## config.mk

```make
export PLATFORM = sky130hd
export DESIGN_NAME = mips_inst_encoder
export DESIGN_NICKNAME = d
export VERILOG_FILES = /design/src/rtl/mips_inst_encoder.sv
export SDC_FILE = /design/constraint.sdc
export NUM_CORES = 1
export LEC_CHECK = 0
export CAP_MARGIN = 20
export CORE_ASPECT_RATIO = 0.75
export CORE_MARGIN = 5
export CORE_UTILIZATION = 43
export CTS_BUF_LIST = sky130_fd_sc_hd__clkbuf_8
export CTS_CLUSTER_SIZE = 20
export DETAILED_ROUTE_END_ITERATION = 8
export PLACE_DENSITY = 0.86
export SYNTH_ARGS = -nofsm -noshare
export SYNTH_HDL_FRONTEND = slang
export SYNTH_SLANG_ARGS = --single-unit
```

## constraint.sdc

```tcl
create_clock -name clock -period 2.7 [get_ports clock]
set_clock_uncertainty 0.1 [all_clocks]
set_input_delay 0.405 -clock clock [delete_from_list [all_inputs] [get_ports clock]]
set_output_delay 0.405 -clock clock [all_outputs]
set_load 0.005 [all_outputs]
```

## src/rtl/mips_inst_encoder.sv

```systemverilog
// mips_inst_encoder
// Streams decoded instruction fields in, encodes each into a 32-bit MIPS
// word and writes it to instruction memory at consecutive word addresses.
//
// Ports:
//   clock, resetn            clock, asynchronous active-low reset
//   start, base_addr         begin a load session at base_addr (word aligned)
//   in_valid/in_ready        instruction-field handshake
//   in_last                  final instruction of the session
//   in_mnem, in_rs, in_rt,
//   in_rd, in_sa, in_imm,
//   in_target                instruction code and fields
//   im_we/im_ready           memory write handshake
//   im_addr, im_wdata        write address and encoded word
//   busy, done, count        session status, words written this session
//   err_illegal              sticky flag for illegal instruction codes
module mips_inst_encoder (
    input  logic        clock,
    input  logic        resetn,
    input  logic        start,
    input  logic [31:0] base_addr,
    input  logic        in_valid,
    output logic        in_ready,
    input  logic        in_last,
    input  logic [4:0]  in_mnem,
    input  logic [4:0]  in_rs,
    input  logic [4:0]  in_rt,
    input  logic [4:0]  in_rd,
    input  logic [4:0]  in_sa,
    input  logic [15:0] in_imm,
    input  logic [25:0] in_target,
    output logic        im_we,
    input  logic        im_ready,
    output logic [31:0] im_addr,
    output logic [31:0] im_wdata,
    output logic        busy,
    output logic        done,
    output logic [7:0]  count,
    output logic        err_illegal
);

    typedef enum logic [1:0] {IDLE, LOAD, DRAIN} state_t;

    state_t      state, state_nxt;
    logic [31:0] enc_word;
    logic        enc_legal;
    logic        accept;
    logic        wr_done;

    function automatic logic [31:0] r_word(input logic [4:0] rs, input logic [4:0] rt,
                                           input logic [4:0] rd, input logic [4:0] sa,
                                           input logic [5:0] func);
        return {6'b000000, rs, rt, rd, sa, func};
    endfunction

    function automatic logic [31:0] i_word(input logic [5:0] op, input logic [4:0] rs,
                                           input logic [4:0] rt, input logic [15:0] imm);
        return {op, rs, rt, imm};
    endfunction

    assign accept   = in_valid & in_ready;
    assign wr_done  = im_we & im_ready;
    // Output register may be refilled in the same cycle it drains.
    assign in_ready = (state == LOAD) & (~im_we | im_ready);
    assign busy     = (state != IDLE);

    // Field encoder; unused fields are forced to zero per instruction class.
    always_comb begin
        enc_word  = '0;
        enc_legal = 1'b1;
        case (in_mnem)
            5'd0:  enc_word = r_word(in_rs, in_rt, in_rd, 5'd0, 6'b100000);
            5'd1:  enc_word = r_word(in_rs, in_rt, in_rd, 5'd0, 6'b100010);
            5'd2:  enc_word = r_word(in_rs, in_rt, in_rd, 5'd0, 6'b100100);
            5'd3:  enc_word = r_word(in_rs, in_rt, in_rd, 5'd0, 6'b100101);
            5'd4:  enc_word = r_word(in_rs, in_rt, in_rd, 5'd0, 6'b100110);
            5'd5:  enc_word = r_word(5'd0, in_rt, in_rd, in_sa, 6'b000000);
            5'd6:  enc_word = r_word(5'd0, in_rt, in_rd, in_sa, 6'b000010);
            5'd7:  enc_word = r_word(5'd0, in_rt, in_rd, in_sa, 6'b000011);
            5'd8:  enc_word = r_word(in_rs, 5'd0, 5'd0, 5'd0, 6'b001000);
            5'd9:  enc_word = i_word(6'b001000, in_rs, in_rt, in_imm);
            5'd10: enc_word = i_word(6'b001100, in_rs, in_rt, in_imm);
            5'd11: enc_word = i_word(6'b001101, in_rs, in_rt, in_imm);
            5'd12: enc_word = i_word(6'b001110, in_rs, in_rt, in_imm);
            5'd13: enc_word = i_word(6'b100011, in_rs, in_rt, in_imm);
            5'd14: enc_word = i_word(6'b101011, in_rs, in_rt, in_imm);
            5'd15: enc_word = i_word(6'b000100, in_rs, in_rt, in_imm);
            5'd16: enc_word = i_word(6'b000101, in_rs, in_rt, in_imm);
            5'd17: enc_word = i_word(6'b001111, 5'd0, in_rt, in_imm);
            5'd18: enc_word = {6'b000010, in_target};
            5'd19: enc_word = {6'b000011, in_target};
            default: enc_legal = 1'b0;
        endcase
    end

    always_comb begin
        state_nxt = state;
        done      = 1'b0;
        case (state)
            IDLE:  if (start) state_nxt = LOAD;
            LOAD:  if (accept && in_last) state_nxt = DRAIN;
            DRAIN: if (!im_we) begin
                       state_nxt = IDLE;
                       done      = 1'b1;
                   end
            default: state_nxt = IDLE;
        endcase
    end

    always_ff @(posedge clock or negedge resetn) begin
        if (!resetn) begin
            state       <= IDLE;
            im_we       <= 1'b0;
            im_addr     <= '0;
            im_wdata    <= '0;
            count       <= '0;
            err_illegal <= 1'b0;
        end else begin
            state <= state_nxt;
            if (state == IDLE && start) begin
                // Output register is always empty in IDLE, so no write can race this.
                im_addr     <= {base_addr[31:2], 2'b00};
                count       <= '0;
                err_illegal <= 1'b0;
            end else begin
                // im_addr always points at the pending (or next) word.
                if (wr_done) begin
                    im_addr <= im_addr + 32'd4;
                    count   <= count + 8'd1;
                end
                if (accept && enc_legal) begin
                    im_we    <= 1'b1;
                    im_wdata <= enc_word;
                end else if (wr_done) begin
                    im_we <= 1'b0;
                end
                if (accept && !enc_legal)
                    err_illegal <= 1'b1;
            end
        end
    end

endmodule

```

==> flow_summary_export.csv <==
group,metric,value,unit
finish,antenna_cells,0,
power,ir_worst_vdd,491,uV
sta,worst_pin_slew,1.01,ns
sta,rsz0062_at_grt,"false",
global_routing,grt_first_pass_wirelength,20.2,mm
clock_network,ctsHoldBuffers,0,
die,core_area,0.00901,mm^2
finish,seq_area,0.00183,mm^2
clock_network,clk_pin_slew_worst_paths,0.07,ns
setup_path,path_delay_family,"buffers and inverters",
clock_network,htreeDepth,3,
sta,hold_ws,0.0969,ns
place,place_area,0.00587,mm^2
sta,fmax,424,MHz
finish,layoutNonFillerInstCount,728,
place,hpwl,9.42,mm
flow_run,maxCapViolations,0,
logic_synthesis,ys_ff_latch,73,
finish,drive_gt1_share,6.98,%
logic_synthesis,async_reset_ff_share,100,%
clock_network,clock_sinks,73,
clock_network,clock_path_buffers,2,
global_routing,busiest_layer,"met2",
detailed_routing,drt-initial-drc-count,237,
finish,fillCellCount,752,
setup_path,endpoint_kind,"output port",
sta,relSlewSlack,32.0,%
clock_network,clkLatencyLatePin,0.33,ns
setup_path,cp_slowest_cell,"clkdlybuf4s50_1",
worst_hold_path,hp-class,"in -> async",
sta,tns,0,ns
finish,layout.nets,718,
setup_path,cpMostUsedCell,"clkdlybuf4s50_1",
global_routing,grtUsageMet3,5.07,%
sta,setup_violations,0,
clock_network,cts_tree,"built",
setup_path,critical_path_buf_inv_count,2,
detailed_routing,drcViolationCount,0,
place,port_buffers,176,
power,powerDensity,846,mW/mm^2
logic_synthesis,synth.yosys.seq_area_share,46.4,%
logic_synthesis,syn-mean-instance-area,9.02,um^2
detailed_routing,wire_per_inst,17.1,um
logic_synthesis,synth_edf_count,0,
setup_path,startpoint_type,"input port",
setup_path,critPathMaxFanout,5,
setup_path,path_cells,"clkdlybuf4s50_1 -> nor2b_1 -> nor3b_1 -> clkdlybuf4s50_1",
clock_network,root_buffer,"clkbuf_8",
detailed_routing,wl,12.5,mm
sta,slew_violations,0,
die,rows,30,
detailed_routing,num_vias,4009,
die,pin_count,182,
logic_synthesis,synth_ff_type,"dfrtp_1",
sta,finalCritPeriodShare,87.3,%
logic_synthesis,netlist_area,0.00394,mm^2
run_status,status,"completed",
finish,fin_area,0.00608,mm^2
place,placed_cells,712,
global_routing,overflow,0,
finish,area_growth,54.3,%
clock_network,cts_setup_buffers,0,
detailed_routing,firstDrtPassIters,4,
logic_synthesis,synthCells,437,
clock_network,cts_buffers,9,
power,cellLeakagePower,2.44,nW
sta,layout_min_cycle_time,2.36,ns
logic_synthesis,ys_warn_count,0,
global_routing,grt_use_total,22.5,%
setup_path,critical_path_class,"in -> out",
die,fp.dieH,92.9,um
setup_path,crit_required,2.19,ns
detailed_routing,ant_nets,0,
die,initial_core_util,43.7,%
global_routing,grt_pass1_vias,4110,
logic_synthesis,synth_cell_types,49,
detailed_routing,viasPerCell,5.51,
sta,hold_viol_final,0,
die,die_x,121,um
global_routing,met2_usage,38.0,%
setup_path,max_stage_delay,0.60,ns
finish,multi_input_area,0.00197,mm^2
die,die_area,0.0112,mm^2
clock_network,cts_resized,0,
setup_path,cp_data_arrival_time,1.85,ns
place,place_congestion,0.862,
global_routing,grt_use_met1,27.6,%
global_routing,antenna_found_initial,0,
finish,fin_util,67.5,%
global_routing,grt_max_degree,74,
## registers in the layout, indices dropped and copies added (netlist names)
register and count:
count 8, im_we 1, im_wdata 31, state 2, err_illegal 1, im_addr 30
## power breakdown
| group | switching (mW) | internal (mW) |
|---|---|---|
| logic | 0.873 | 1.33 |
| registers | 0.467 | 1.56 |
| clock network | 0.405 | 0.512 |
| total | 1.74 | 3.40 |
## cell type report
| cell class | count | share of cell area (%) |
|---|---|---|
| clock inverter | 7 | 1.42 |
| sequential | 73 | 30.1 |
| timing repair buffer | 191 | 31.4 |
| inverter | 7 | 0.432 |
| multi-input combinational | 329 | 32.3 |
| clock buffer | 9 | 2.04 |
| tap | 112 | 2.31 |
## cells by family (layout without fill, tap and decap cells)
family                   count (synthesis)  count (layout)  share of synthesized area [%]
XOR/XNOR                                38              38                           8.45
adder cells (fa/ha/maj)                  2               2                          0.635
flip-flops                              73              73                           46.4
other                                    1               3                         0.0952
buffers and inverters                   37             214                           4.10
multiplexers                             2               2                          0.508
AO/OA/AOI/OAI                          112             112                           17.3
AND/OR/NAND/NOR                        172             172                           22.5
## cell usage after synthesis (2+ instances only)
cell type / n / area share [%]
nor2_1: 24 / 2.3
nand2_1: 76 / 7.2
ha_1: 2 / 0.64
a21boi_0: 2 / 0.38
a22oi_1: 12 / 2.3
nor4_2: 2 / 0.64
and2_1: 4 / 0.64
nor3_1: 7 / 0.89
o21ai_1: 5 / 0.64
a21oi_1: 15 / 1.9
inv_1: 6 / 0.57
dfrtp_1: 73 / 46
a31oi_1: 2 / 0.32
a222oi_1: 10 / 2.5
nor2b_1: 5 / 0.79
buf_2: 3 / 0.38
and4_1: 4 / 0.89
nor4_1: 3 / 0.48
nor3b_1: 2 / 0.38
nand4_1: 17 / 2.7
and3_1: 7 / 1.1
nor4_4: 2 / 1.1
buf_4: 3 / 0.57
o21ai_0: 57 / 7.2
mux2i_1: 2 / 0.51
clkbuf_1: 22 / 2.1
xor2_1: 23 / 5.1
a32oi_1: 2 / 0.44
xnor2_1: 15 / 3.3
nand3_1: 11 / 1.4
## worst paths after layout
kind	from	depth (start not counted)	endpoint	slack [ns]
min in group clock	im_wdata[28]	2	im_wdata[28]	0.38
max reg2reg	im_addr[2]	6	im_addr[28]	0.59
max in group asynchronous	resetn	1	im_wdata[1]	1.78
min	resetn	1	im_wdata[21]	0.1
min reg2reg	im_wdata[28]	2	im_wdata[28]	0.38
max	im_ready	4	in_ready	0.34
## placed cells by master (no fill, tap or decap), types with 4 or more instances in the layout
master           count
buf_4               13
and4_1               4
dfrtp_1             73
o21ai_1              5
o21ai_0             57
clkbuf_8             9
clkdlybuf4s50_1    175
nand4_1             17
inv_1                7
nor2b_1              5
a22oi_1             12
xnor2_1             15
a222oi_1            10
and3_1               7
nor2_1              24
nand2_1             76
nand3_1             10
xor2_1              23
nor3_1               7
a21oi_1             15
## metal layers
layer	vias to the layer above	wire length, um
met3	35	781
li1	1903	-
met4	0	436
met5	-	0
met2	166	6050
met1	1905	5190
## through the flow
stage | total power, mW | setup WS (ns)
final | 5.15 | 0.342
after global routing | 5.51 | 0.310
after CTS | 5.20 | 0.335
after detailed placement | 4.27 | 0.160
after floorplan | 2.78 | 0.713
after global placement | 4.17 | 0.302
No activity file was read; power rests on OpenSTA's default activity.
